### src/rtl/plab4_net_domain_slot_arb_pkg.sv
// rtl/plab4_net_domain_slot_arb_pkg.sv - shared net defines for the domain slot arbiter
package plab4_net_domain_slot_arb_pkg;

    localparam logic DOMAIN_L = 1'b0;
    localparam logic DOMAIN_H = 1'b1;

    typedef enum logic {
        SLOT_L = 1'b0,
        SLOT_H = 1'b1
    } slot_state_e;

    function automatic int clog2(input int value);
        int w;
        w = 0;
        while ((1 << w) < value) w++;
        return w;
    endfunction

endpackage

### src/rtl/plab4_net_domain_rr_pick.sv
// rtl/plab4_net_domain_rr_pick.sv - combinational cyclic priority picker
module plab4_net_domain_rr_pick #(
    parameter int N  = 3,
    parameter int PW = 2
) (
    input  logic [N-1:0]  eligible,
    input  logic [PW-1:0] ptr,
    output logic [N-1:0]  grant,
    output logic [PW-1:0] idx
);

    logic [2*N-1:0] doubled;
    logic [N-1:0]   rotated;
    logic [PW:0]    sum;
    logic           found;

    // Rotating by the pointer turns "first at or after ptr" into "first set bit".
    assign doubled = {eligible, eligible} >> ptr;
    assign rotated = doubled[N-1:0];

    always_comb begin
        grant = '0;
        idx   = '0;
        found = 1'b0;
        sum   = '0;
        for (int k = 0; k < N; k++) begin
            if (!found && rotated[k]) begin
                found = 1'b1;
                sum   = {1'b0, ptr} + (PW+1)'(k);
                if (sum >= (PW+1)'(N)) sum = sum - (PW+1)'(N);
                idx   = sum[PW-1:0];
            end
        end
        if (found) grant[idx] = 1'b1;
    end

endmodule

### src/rtl/plab4_net_domain_slot_arb.sv
// rtl/plab4_net_domain_slot_arb.sv - time-partitioned L/H output arbiter; guard via PLAB4_NET_DOMAIN_SLOT_ARB_GUARD_EN
module plab4_net_domain_slot_arb
    import plab4_net_domain_slot_arb_pkg::*;
#(
    parameter int p_num_reqs  = 3,
    parameter int p_slot_len  = 4,
    parameter int p_guard_len = 1
) (
    input  logic                  clk,
    input  logic                  reset,
    input  logic [p_num_reqs-1:0] reqs,
    input  logic [p_num_reqs-1:0] reqs_domain,
    input  logic                  out_rdy,
    output logic [p_num_reqs-1:0] grants,
    output logic                  out_val,
    output logic [1:0]            xbar_sel,
    output logic                  out_domain,
    output logic                  slot_last
);

    localparam int PW = (clog2(p_num_reqs) < 1) ? 1 : clog2(p_num_reqs);
    localparam int SW = (clog2(p_slot_len) < 1) ? 1 : clog2(p_slot_len);
`ifdef PLAB4_NET_DOMAIN_SLOT_ARB_GUARD_EN
    localparam bit GUARD_EN = 1'b1;
`else
    localparam bit GUARD_EN = 1'b0;
`endif
    localparam int GUARD_LEN = GUARD_EN ? p_guard_len : 0;

    slot_state_e            cur_domain, domain_nxt;
    logic [SW-1:0]          slot_cnt, slot_cnt_nxt;
    logic [PW-1:0]          ptr_l, ptr_h, ptr_l_nxt, ptr_h_nxt;
    logic [PW-1:0]          ptr_act, ptr_adv, pick_idx;
    logic [p_num_reqs-1:0]  dom_match, eligible, pick_grant;
    logic                   is_last, in_guard, is_h;

    assign is_h      = (cur_domain == SLOT_H);
    assign is_last   = (int'(slot_cnt) == p_slot_len - 1);
    assign in_guard  = (GUARD_LEN != 0) && (int'(slot_cnt) >= p_slot_len - GUARD_LEN);
    assign dom_match = ~(reqs_domain ^ {p_num_reqs{is_h}});
    assign eligible  = reqs & dom_match & {p_num_reqs{out_rdy & ~in_guard}};
    assign ptr_act   = is_h ? ptr_h : ptr_l;
    assign ptr_adv   = (int'(pick_idx) == p_num_reqs - 1) ? '0 : pick_idx + 1'b1;

    plab4_net_domain_rr_pick #(
        .N  (p_num_reqs),
        .PW (PW)
    ) u_pick (
        .eligible (eligible),
        .ptr      (ptr_act),
        .grant    (pick_grant),
        .idx      (pick_idx)
    );

    always_ff @(posedge clk or negedge reset) begin
        if (!reset) begin
            cur_domain <= SLOT_L;
            slot_cnt   <= '0;
            ptr_l      <= '0;
            ptr_h      <= '0;
        end else begin
            cur_domain <= domain_nxt;
            slot_cnt   <= slot_cnt_nxt;
            ptr_l      <= ptr_l_nxt;
            ptr_h      <= ptr_h_nxt;
        end
    end

    // A grant on the wrap cycle still belongs to the outgoing domain's pointer.
    always_comb begin
        slot_cnt_nxt = is_last ? '0 : slot_cnt + 1'b1;
        domain_nxt   = cur_domain;
        if (is_last) domain_nxt = is_h ? SLOT_L : SLOT_H;
        ptr_l_nxt = ptr_l;
        ptr_h_nxt = ptr_h;
        if (|pick_grant) begin
            if (is_h) ptr_h_nxt = ptr_adv;
            else      ptr_l_nxt = ptr_adv;
        end
    end

    // Outputs are forced quiet while reset is held, independent of inputs.
    always_comb begin
        grants     = reset ? pick_grant : '0;
        out_val    = reset & (|pick_grant);
        xbar_sel   = reset ? 2'(pick_idx) : 2'b00;
        out_domain = reset ? (is_h ? DOMAIN_H : DOMAIN_L) : DOMAIN_L;
        slot_last  = reset & is_last;
    end

endmodule

### config.mk
export PLATFORM = sky130hd
export DESIGN_NAME = plab4_net_domain_slot_arb
export DESIGN_NICKNAME = d
export VERILOG_FILES = /design/src/rtl/plab4_net_domain_slot_arb_pkg.sv /design/src/rtl/plab4_net_domain_rr_pick.sv /design/src/rtl/plab4_net_domain_slot_arb.sv
export SDC_FILE = /design/constraint.sdc
export NUM_CORES = 1
export LEC_CHECK = 0
export ABC_AREA = 1
export CAP_MARGIN = 5
export CORE_MARGIN = 4
export CORE_UTILIZATION = 35
export DETAILED_ROUTE_END_ITERATION = 8
export SETUP_SLACK_MARGIN = 0.3
export SYNTH_ARGS = -nofsm -noshare
export SYNTH_HDL_FRONTEND = slang
export SYNTH_SLANG_ARGS = --single-unit
### constraint.sdc
create_clock -name clk -period 2 [get_ports clk]
set_input_delay 0.4 -clock clk [delete_from_list [all_inputs] [get_ports clk]]
set_output_delay 0.4 -clock clk [all_outputs]
set_load 0.005 [all_outputs]
==> metrics.txt, run 1 <==
Cell Int Power=1.061 mW; Avg Inst Size Synth=6.629 µm²; area grow syn2layout=96.52%; Final Hold Fails=0; clock latency on the worst-skew pair=0.26 ns; # diodes=0; met2 usage=31.47%; number of global-route vias before repair=907; Max Cap Viol=0; Crit. Startpoint=cur_domain$_DFFE_PN0P_; Syn Std Cell Area=755.7 µm²; fin crit share=119.1%; crit path launch type=flop; post-synth top area share=23.18%; num rows=16; total core area=2002 µm²; Crit path largest cell delay=0.42 ns; post-synthesis register bit count=7; fillcell total=154; GRT overflow=0; CP Capture Type=output pin; post-synthesis async set-or-reset flop share=100.0%; critical-path maximum fanout=7; Slowest cell on crit path=dfrtp_2; TritonCTS Sinks=7; CTS root buffer=clkbuf_4; dpl hpwl=1377 µm; storage element area=176.4 µm²; family with the most delay on the worst path=simple AND/OR/NAND/NOR gates; DRT iter0 DRCs=1; fin crit period=2.382 ns; Reg clk slew, reported paths=0.05 ns; pin count of the biggest net entering global routing=10; Slew headroom=84.79%; Final Max Slew Viols=0; status=complete, but fails checks; min setup slack post-route=-0.3818 ns; top_reg_cell synth=dfrtp_1; area of the multi-input gates=812.0 µm²; Setup TNS=-2.064 ns; CTS tree=yes; port bufs=16; crit path kind=reg -> out; Initial Util=37.75%; WL final=2383 µm; xor and xnor area share after synthesis=1.159%; maximum clock frequency=0.4198 GHz; Clock H-tree levels=1; initial antenna violation count=0; Arrival @ worst endpoint=1.98 ns; worst clock skew=0.002673 ns; Post-CTS Hold Buffers=0; critical path, cell by cell=clkinv_4, nand2_2, nand2_4, nand2_2, nand2_4, nand2_1, nand2_1, nand2_2, nand4_1, buf_4, nand3_2, a21oi_2, buf_2; sw frac=47.28%; mux cell area share after synthesis=0%; failing checks=setup timing; met1 usage in global routing=18.49%; largest family of logic cells by synthesized area=simple AND/OR/NAND/NOR gates; post-synth top area cell=dfrtp_1; Worst Hold Launch=slot_cnt[0]$_DFF_PN0_; Hold WC Path Type=reg -> reg; routed via count=876; fin nets=173; yosys warns=0; drt wl/cell=12.81 µm; Post-synth EDFFs=0; Worst VDD drop=0.001123 V; Initial DRT Pass Iterations=4; synth cell count leaders=nand2_1, inv_1, nand3_1; DIE HEIGHT=54.47 µm; GR Util met3=4.360%; Slew @ Worst Pin=0.2279 ns; clock share of power=6.5%; WP buf/inv=3; Gate power share=82.5%; sequential power share=11.0%; final cell count without fillers=186; cells after synthesis=114; Inserted Clock Buffers=3; Synth Area in Adders=6.623%; Worst Path Required=1.60 ns; RSZ-0062 raised after global routing=true; Syn Nets=127; Pwr Density=1356 nW/µm²; sequential area share after synthesis=23.18%; Final Core Density=74.19%; Worst path most repeated cell=nand2_2; Die Width=54.47 µm; die area=2966 µm²; Total GRT Usage=16.90%; Longest Clk Path Bufs=2; Area contributors post-synth=dfrtp_1, nand2_1, nand3_2; synth unique cells=17; first-pass GRT wire length=3643 µm; post-detailed-route count of antenna-violating nets=0; Residual DRC=0; layout cells sized above 1=64.15%; # setup viols final=8; gr busiest metal=met2; Post-Synth Simple-Gate Area=57.95%; GP Congestion=0.8253; Compound-Gate Fraction of Synth Area=0.6623%; most frequent cell after synthesis=nand2_1; final hold slack=0.4278 ns; dpl cells=171; switching pwr=0.9521 mW; leakage power=0.7714 nW; worst r2r src=cur_domain$_DFFE_PN0P_; Placement Setup Slack=-0.7743 ns; drt via density=4.710; # IOs=17
[final cells by class]
class                      count  share of cell area, %
clock buffer                   4                  1.769
inverter                      18                  5.897
multi-input combinational     88                  54.68
sequential                     7                  11.88
tap                           27                  2.275
timing repair buffer          42                  23.50
[layout by cell type (no fill, tap or decap), types with 4 or more instances in the layout]
master,count
buf_6,7
buf_2,6
nand2_2,14
dlygate4sd2_1,4
nand2_1,16
inv_1,10
nand2_4,18
nand3_2,6
dfrtp_1,6
inv_2,5
nand3_1,7
clkdlybuf4s50_1,5
buf_4,19
nand3_4,7
[worst paths after layout]
kind,end,slack [ns],cells after the start
max reg2reg,ptr_l[1]$_DFFE_PN0P_,0.03,16
max in group asynchronous,cur_domain$_DFFE_PN0P_,1.42,2
min in group asynchronous,ptr_h[0]$_DFFE_PN0P_,0.44,2
max,out_val,-0.38,13
min reg2reg,slot_cnt[0]$_DFF_PN0_,0.43,1
min,slot_cnt[0]$_DFF_PN0_,0.43,1
[per-layer routing]
layer	share of wire (%)	up-vias	wire length, µm
met5	0	-	0
met4	1.2	0	29
met3	3.0	5	71
met2	56	17	1330
met1	40	408	951
li1	-	446	-
[state kept, by name (all words and copies together) (netlist names)]
signal	flops
ptr_l	2
ptr_h	2
cur_domain	1
slot_cnt	2
[power by group through the flow]
stage | Combinational (mW) | Sequential (mW) | Clock (mW)
floorplan | 0.690 | 0.205 | 0
global placement | 1.07 | 0.208 | 0
detailed placement | 1.07 | 0.210 | 0
CTS | 1.37 | 0.209 | 0.134
global route | 1.79 | 0.226 | 0.149
finish | 1.66 | 0.221 | 0.131
[through the flow]
| stage | area, µm² | power (mW) |
|---|---|---|
| global placement | 1110 | 1.273 |
| detailed placement | 1110 | 1.284 |
| floorplan | 814.5 | 0.8952 |
| global route | 1485 | 2.170 |
| CTS | 1295 | 1.713 |
| finish | 1485 | 2.014 |
[what timing repair did]
item,4_1_cts,5_1_grt
pin swaps,18,20
setup buffers,8,3
gates resized for setup,57,45
endpoints found under the setup margin,12,12
[worst register-to-register path, stage by stage (launching register included)]
cell and delay, ns:
dfrtp_2 0.44, clkinv_4 0.13, nand2_2 0.09, nand2_4 0.09, nand2_2 0.07, nand2_4 0.07, nand2_1 0.05, nand2_1 0.06
nand2_2 0.08, nand4_1 0.15, buf_4 0.15, nand3_2 0.09, buf_6 0.13, nand2_4 0.08, nand2_2 0.06, nand2_1 0.06
nand2_1 0.05
[cells by family (layout without fill, tap and decap cells)]
group / Yosys count / in the layout
compound gates: 1 / 1
xor+xnor: 1 / 1
fa+ha+maj: 4 / 4
buf+inv: 19 / 64
flops: 7 / 7
simple gates: 82 / 82
Power figures use the tool's default switching activity.
==> inputs of run 2 (changes only) <==
CORE_UTILIZATION = 49   (was 35)
PLACE_DENSITY = 0.78   (was unset)
RECOVER_POWER = 25   (was unset)
==> run 2 against run 1 <==
Compared with the run above:
- the run now fails in 5_1_grt
- synthesized cell count is the same
- area after synthesis is the same
==> metrics.txt, run 2 <==
dpl cells=156 (-8.8%); CTS root buffer=clkbuf_4; Avg Inst Size Synth=6.629 µm² (unchanged); Initial Util=54.66% (+17 points); Synth Area in Adders=6.623% (unchanged); top_reg_cell synth=dfrtp_1; Die Width=47.27 µm (-13%); GP Congestion=0.8693 (+5.3%); post-synth top area share=23.18% (unchanged); synth cell count leaders=nand2_1, inv_1, nand3_1; Clock H-tree levels=1 (unchanged); Post-CTS Hold Buffers=0 (unchanged); Inserted Clock Buffers=3 (unchanged); post-synthesis async set-or-reset flop share=100.0% (unchanged); Post-synth EDFFs=0 (unchanged); dpl hpwl=1439 µm (+4.5%); Area contributors post-synth=dfrtp_1, nand2_1, nand3_2; post-synthesis register bit count=7 (unchanged); yosys warns=0 (unchanged); DIE HEIGHT=47.27 µm (-13%); Post-Synth Simple-Gate Area=57.95% (unchanged); Err=[ERROR DPL-0038] Utilization greater than 100%, impossible to legalize; Syn Nets=127 (unchanged); synth unique cells=17 (unchanged); pin count of the biggest net entering global routing=10; num rows=13 (-3); TritonCTS Sinks=7 (unchanged); largest family of logic cells by synthesized area=simple AND/OR/NAND/NOR gates; status=stopped before the end; # IOs=17 (unchanged); xor and xnor area share after synthesis=1.159% (unchanged); most frequent cell after synthesis=nand2_1; sequential area share after synthesis=23.18% (unchanged); Syn Std Cell Area=755.7 µm² (unchanged); mux cell area share after synthesis=0% (unchanged); Longest Clk Path Bufs=2 (unchanged); post-synth top area cell=dfrtp_1; Fail Step=5_1_grt; port bufs=16 (unchanged); post-GRT worst EP=grants[1]; WEP type=primary output; Compound-Gate Fraction of Synth Area=0.6623% (unchanged); cells after synthesis=114 (unchanged)
[run 2: cell families after synthesis]
| logic type | Yosys count |
|---|---|
| AND/OR/NAND/NOR | 82 |
| buffers and inverters | 19 |
| flip-flops | 7 |
| adder cells (fa/ha/maj) | 4 |
| AO/OA/AOI/OAI | 1 |
| XOR/XNOR | 1 |
[run 2: per-stage QoR]
stage	area [µm²]	util [%]	hold WS, ns	setup slack, ns	setup TNS (ns)
CTS	1335	96.56	0.4306	-0.3871	-2.083
detailed placement	1072	77.56	0.4240	-0.7874	-5.324
global placement	1072	77.56	0.4137	-0.7213	-4.786
floorplan	814.5	-	0.1044	0.1910	0
[run 2: repair_timing]
action	4_1_cts
pin swaps	21
hold endpoints to repair	0
gates resized for setup	64
buffers inserted	15
endpoints found under the setup margin	12
==> inputs of run 3 (changes only) <==
CORE_AREA = 4 4 65 67   (was unset)
CORE_MARGIN = unset   (was 4)
CORE_UTILIZATION = unset   (was 49)
DIE_AREA = 0 0 69 71   (was unset)
PLACE_DENSITY = unset   (was 0.78)
PLACE_DENSITY_LB_ADDON = 0.15   (was unset)
SETUP_SLACK_MARGIN = unset   (was 0.3)
==> run 3 against run 2 <==
Compared with the run above:
- the flow now finishes, with violations (setup timing)
==> metrics.txt, run 3 (synthesized netlist as in run 1, its figures left out) <==
# setup viols final=10; final hold slack=0.2183 ns; storage element area=176.4 µm²; Placement Setup Slack=-0.8022 ns (-0.01481 ns); total core area=3633 µm²; WL final=1978 µm; clock latency on the worst-skew pair=0.22 ns; Setup TNS=-1.971 ns; Total GRT Usage=8.651%; status=complete, but fails checks; routed via count=848; Reg clk slew, reported paths=0.04 ns; Slew headroom=83.85%; CTS tree=yes; switching pwr=0.7855 mW; area grow syn2layout=82.78%; Final Hold Fails=0; clock share of power=11.1%; biggest regs=ptr_h (2), ptr_l (2), slot_cnt (2); initial antenna violation count=0; Gate power share=76.6%; Slew @ Worst Pin=0.2420 ns; Slowest cell on crit path=dfrtp_2; number of global-route vias before repair=833; critical-path maximum fanout=6; drt wl/cell=9.510 µm; # IOs=17 (unchanged); fin crit share=116.7%; first-pass GRT wire length=3498 µm; sequential power share=12.3%; worst r2r src=cur_domain$_DFFE_PN0P_; drt via density=4.077; Cell Area, Placed=1047 µm² (-2.3%); fin nets=174; fillcell total=397; Register-to-Register Path Depth=13; CTS root buffer=clkbuf_8; crit path kind=reg -> out; GRT overflow=0; pin count of the biggest net entering global routing=10; Hold WC Path Type=in -> async; critical path, cell by cell=buf_6, nand2_4, nand2_4, nand3_4, nand3_4, nand2_4, buf_4, nand4_4, nand2_4, inv_4, nor3_2, buf_2; # diodes=0; Initial Util=20.80% (-34 points); Worst VDD drop=0.0005639 V; port bufs=16 (unchanged); leakage power=0.7190 nW; Initial DRT Pass Iterations=4; Cell Int Power=0.9620 mW; DIE HEIGHT=71 µm (+50%); area of the multi-input gates=679.4 µm²; most frequent cells in the layout=nand2_2, buf_4, nand2_1, inv_1; layout cells sized above 1=59.38%; Pwr Total=1.747 mW; TritonCTS Sinks=7 (unchanged); Residual DRC=0; dpl hpwl=1399 µm (-2.8%); min setup slack post-route=-0.3348 ns; die area=4899 µm²; Post-CTS Hold Buffers=0 (unchanged); Clock H-tree levels=1 (unchanged); maximum clock frequency=0.4283 GHz; Arrival @ worst endpoint=1.93 ns; Worst Path Required=1.60 ns; Final Max Slew Viols=0; GP Congestion=0.8089 (-6.9%); fin crit period=2.335 ns; post-detailed-route count of antenna-violating nets=0; RSZ-0062 raised after global routing=true; sw frac=44.95%; failing checks=setup timing; worst clock skew=0.002527 ns; Worst path most repeated cell=nand2_4; FF-to-FF End=ptr_h[1]$_DFFE_PN0P_; Longest Clk Path Bufs=2 (unchanged); Die Width=69 µm (+46%); Pwr Density=1265 nW/µm²; num rows=22 (+9); DRT iter0 DRCs=30; crit path launch type=flop; final instance area=1381 µm²; flop2flop setup slack=-0.07 ns; Max Cap Viol=0; Inserted Clock Buffers=3 (unchanged); Crit path largest cell delay=0.46 ns; CP Capture Type=output pin
-- run 3: through the flow --
step | utilization [%] | cells
detailed placement | 28.82 | 188
finish | 38.02 | 208
CTS | 35.95 | 202
global placement | 28.82 | 188
floorplan | - | 114
global route | 38.02 | 208
-- run 3: cell type report --
type,instances,share of cell area (%)
repair buffers,43,24.82
inverters,18,5.616
flip-flops and latches,7,12.77
multi-input cells,88,49.18
clock buffers,4,3.261
well taps,48,4.348
-- run 3: power by group through the flow --
stage	registers (mW)	logic (mW)	clock network (mW)
global placement	0.209	0.956	0
detailed placement	0.209	0.953	0
floorplan	0.202	0.592	0
finish	0.215	1.34	0.193
global route	0.221	1.48	0.213
CTS	0.214	1.32	0.201
-- run 3: metal layers --
layer | vias up | track usage, % | share of wire, %
li1 | 453 | - | -
met1 | 381 | 10.18 | 44
met4 | 0 | 2.603 | 0.86
met3 | 2 | 2.415 | 2.9
met5 | - | 0 | 0
met2 | 12 | 15.25 | 52
-- run 3: worst max path at each step --
stage          slack [ns]        end                    from
2_1_floorplan        0.14  grants[0]  cur_domain$_DFFE_PN0P_
3_3_place_gp        -0.78  grants[1]          reqs_domain[0]
3_5_place_dp        -0.80  grants[1]          reqs_domain[0]
4_1_cts             -0.35  grants[1]  cur_domain$_DFFE_PN0P_
5_1_grt             -0.48    out_val  cur_domain$_DFFE_PN0P_
6_report            -0.33  grants[1]  cur_domain$_DFFE_PN0P_
-- run 3: repair_timing --
item / in CTS / in global routing
pin swaps: 21 / 7
setup endpoints to repair: 8 / 12
gates resized for setup: 72 / 13
setup buffers: 10 / 6
-- run 3: worst max-delay path: cells and delay by family (launching register included) --
kind                   cells  cell delay [ns]
buffers and inverters      4             0.45
flip-flops                 1             0.46
AND/OR/NAND/NOR            8             0.79
==> inputs of run 4 (changes only) <==
CORE_AREA = 2 2 63 65   (was 4 4 65 67)
DIE_AREA = 0 0 65 67   (was 0 0 69 71)
==> run 4 against run 3 <==
Compared with the run above:
- the flow still finishes with violations (setup timing)
- maximum frequency decreased by 3.4%
- clock power about the same
- sequential power about the same
- first-iteration DRC count decreased by 37%
- setup slack got worse by 0.082 ns
- combinational power increased by 13%
- die area decreased by 11%
- final area increased by 3.6%
- largest power group unchanged
==> metrics.txt, run 4 (synthesized netlist as in run 1, its figures left out) <==
die area=4355 µm² (-11%); Final Max Slew Viols=0 (unchanged); crit path kind=reg -> out; Max Cap Viol=0 (unchanged); drt via density=4.204 (+3.1%); # diodes=0 (unchanged); number of global-route vias before repair=922 (+11%); Worst VDD drop=0.0008080 V (+43%); CP Capture Type=output pin; Slew @ Worst Pin=0.2474 ns (+0.005364 ns); clock latency on the worst-skew pair=0.22 ns (about the same); Residual DRC=0 (unchanged); min setup slack post-route=-0.4169 ns (-0.08216 ns); # setup viols final=12 (+2); fin crit share=120.8% (+4.1 points); Clock H-tree levels=1 (unchanged); final cell count without fillers=211 (+1.4%); Initial Util=20.96% (+0.16 points); GP Congestion=0.8278 (+2.3%); final hold slack=0.4248 ns (+0.2065 ns); drt wl/cell=9.891 µm (+4.0%); Post-CTS Hold Buffers=0 (unchanged); DRT iter0 DRCs=19 (-37%); WL final=2087 µm (+5.5%); failing checks=setup timing; Hold WC Path Type=reg -> reg; worst clock skew=0.002127 ns (-0.0003994 ns); biggest regs=ptr_h (2), ptr_l (2), slot_cnt (2); Placement Setup Slack=-0.7958 ns (+0.006439 ns); layout cells sized above 1=59.51% (+0.13 points); TritonCTS Sinks=7 (unchanged); area of the multi-input gates=694.4 µm² (+2.2%); Pwr Total=1.924 mW (+10%); Longest Clk Path Bufs=2 (unchanged); storage element area=176.4 µm² (unchanged); fin nets=177 (+1.7%); crit path launch type=flop; num rows=22 (unchanged); CTS root buffer=clkbuf_8; Pwr Density=1344 nW/µm² (+6.2%); initial antenna violation count=0 (unchanged); leakage power=0.7352 nW (+2.3%); critical-path maximum fanout=6 (unchanged); Die Width=65 µm (-5.8%); most frequent cells in the layout=buf_4, nand2_1, nand2_2, inv_1, nand2_4; GRT overflow=0 (unchanged); maximum clock frequency=0.4137 GHz (-3.4%); Slew headroom=83.49% (-0.36 points); CTS tree=yes; most common cell after layout, fill and taps aside=buf_4; Total GRT Usage=10.71% (+2.1 points); # IOs=17 (unchanged); Final Hold Fails=0 (unchanged); DIE HEIGHT=67 µm (-5.6%); fillcell total=395 (-0.50%); status=complete, but fails checks; dpl hpwl=1412 µm (+0.99%); routed via count=887 (+4.6%); Initial DRT Pass Iterations=3 (-1); area grow syn2layout=89.40%; Arrival @ worst endpoint=2.02 ns (+0.09 ns); Reg clk slew, reported paths=0.04 ns (about the same); total core area=3606 µm² (-0.76%); RSZ-0062 raised after global routing=true; Worst Path Required=1.60 ns (about the same); port bufs=16 (unchanged); post-detailed-route count of antenna-violating nets=0 (unchanged); pin count of the biggest net entering global routing=10 (unchanged); first-pass GRT wire length=3753 µm (+7.3%); dpl cells=191 (+1.6%); fin crit period=2.417 ns (+0.08216 ns); Inserted Clock Buffers=3 (unchanged)
[run 4: cell count changes in the layout (fill, tap and decap cells not counted), sizes merged]
cell	change
clkbuf	-1
dlymetal6s2s	-1
clkdlybuf4s50	+2
dlygate4sd2	-1
buf	+3
clkdlybuf4s15	+1
[run 4: worst max-delay path: stages, from the launching register on]
cell     delay, ns
dfrtp_2       0.46
buf_6         0.16
nand2_2       0.06
nand2_2       0.07
nand3_4       0.10
nand3_4       0.09
nand2_4       0.11
buf_6         0.09
nand3_1       0.08
nor2_1        0.13
nor2_2        0.06
buf_4         0.14
nor3_2        0.11
buf_2         0.14
[run 4: stage by stage]
step / TNS (ns) / cell area (µm²) / utilization, %
finish: -3.384 / 1431 / 39.69
global route: -4.757 / 1431 / 39.69
CTS: -3.166 / 1370 / 37.99
detailed placement: -5.157 / 1070 / 29.67
global placement: -5.161 / 1070 / 29.67
floorplan: 0 / 755.7 / -
[run 4: power by group]
group / internal [mW] / total (mW) / switching [mW]
logic: 0.775 / 1.52 / 0.743
registers: 0.181 / 0.215 / 0.0340
clock network: 0.137 / 0.191 / 0.0541
total: 1.09 / 1.92 / 0.831
[run 4: path summary, 6_finish.rpt]
check,startpoint,to,slack [ns],cells past startpoint
hold reg to reg,slot_cnt[0]$_DFF_PN0_,slot_cnt[0]$_DFF_PN0_,0.42,1
max in group asynchronous,reset,cur_domain$_DFFE_PN0P_,1.37,2
setup / recovery,cur_domain$_DFFE_PN0P_,grants[2],-0.42,13
setup reg to reg,cur_domain$_DFFE_PN0P_,ptr_l[1]$_DFFE_PN0P_,-0.24,17
hold / removal,slot_cnt[0]$_DFF_PN0_,slot_cnt[0]$_DFF_PN0_,0.42,1
min in group asynchronous,reset,slot_cnt[0]$_DFF_PN0_,0.49,2
[run 4: area by class of cell]
| cell class | instances | area share [%] |
|---|---|---|
| sequential | 7 | 12.33 |
| timing repair buffer | 46 | 26.40 |
| inverter | 18 | 5.420 |
| multi-input combinational | 88 | 48.51 |
| clock buffer | 4 | 3.147 |
| tap | 48 | 4.196 |
[run 4: timing repair]
item                       in CTS  in global routing
gates cloned                    0                  0
setup endpoints to repair       8                 12
resized for setup              73                 11
pin swaps                      20                 12
setup buffers                  14                  2
[run 4: per-layer routing]
| metal | up-vias | track usage (%) | part of all wire (%) |
|---|---|---|---|
| met2 | 9 | 21.52 | 56 |
| met1 | 417 | 11.99 | 42 |
| met4 | 0 | 1.596 | 0 |
| met5 | - | 0 | 0 |
| met3 | 0 | 1.520 | 2.0 |
| li1 | 461 | - | - |
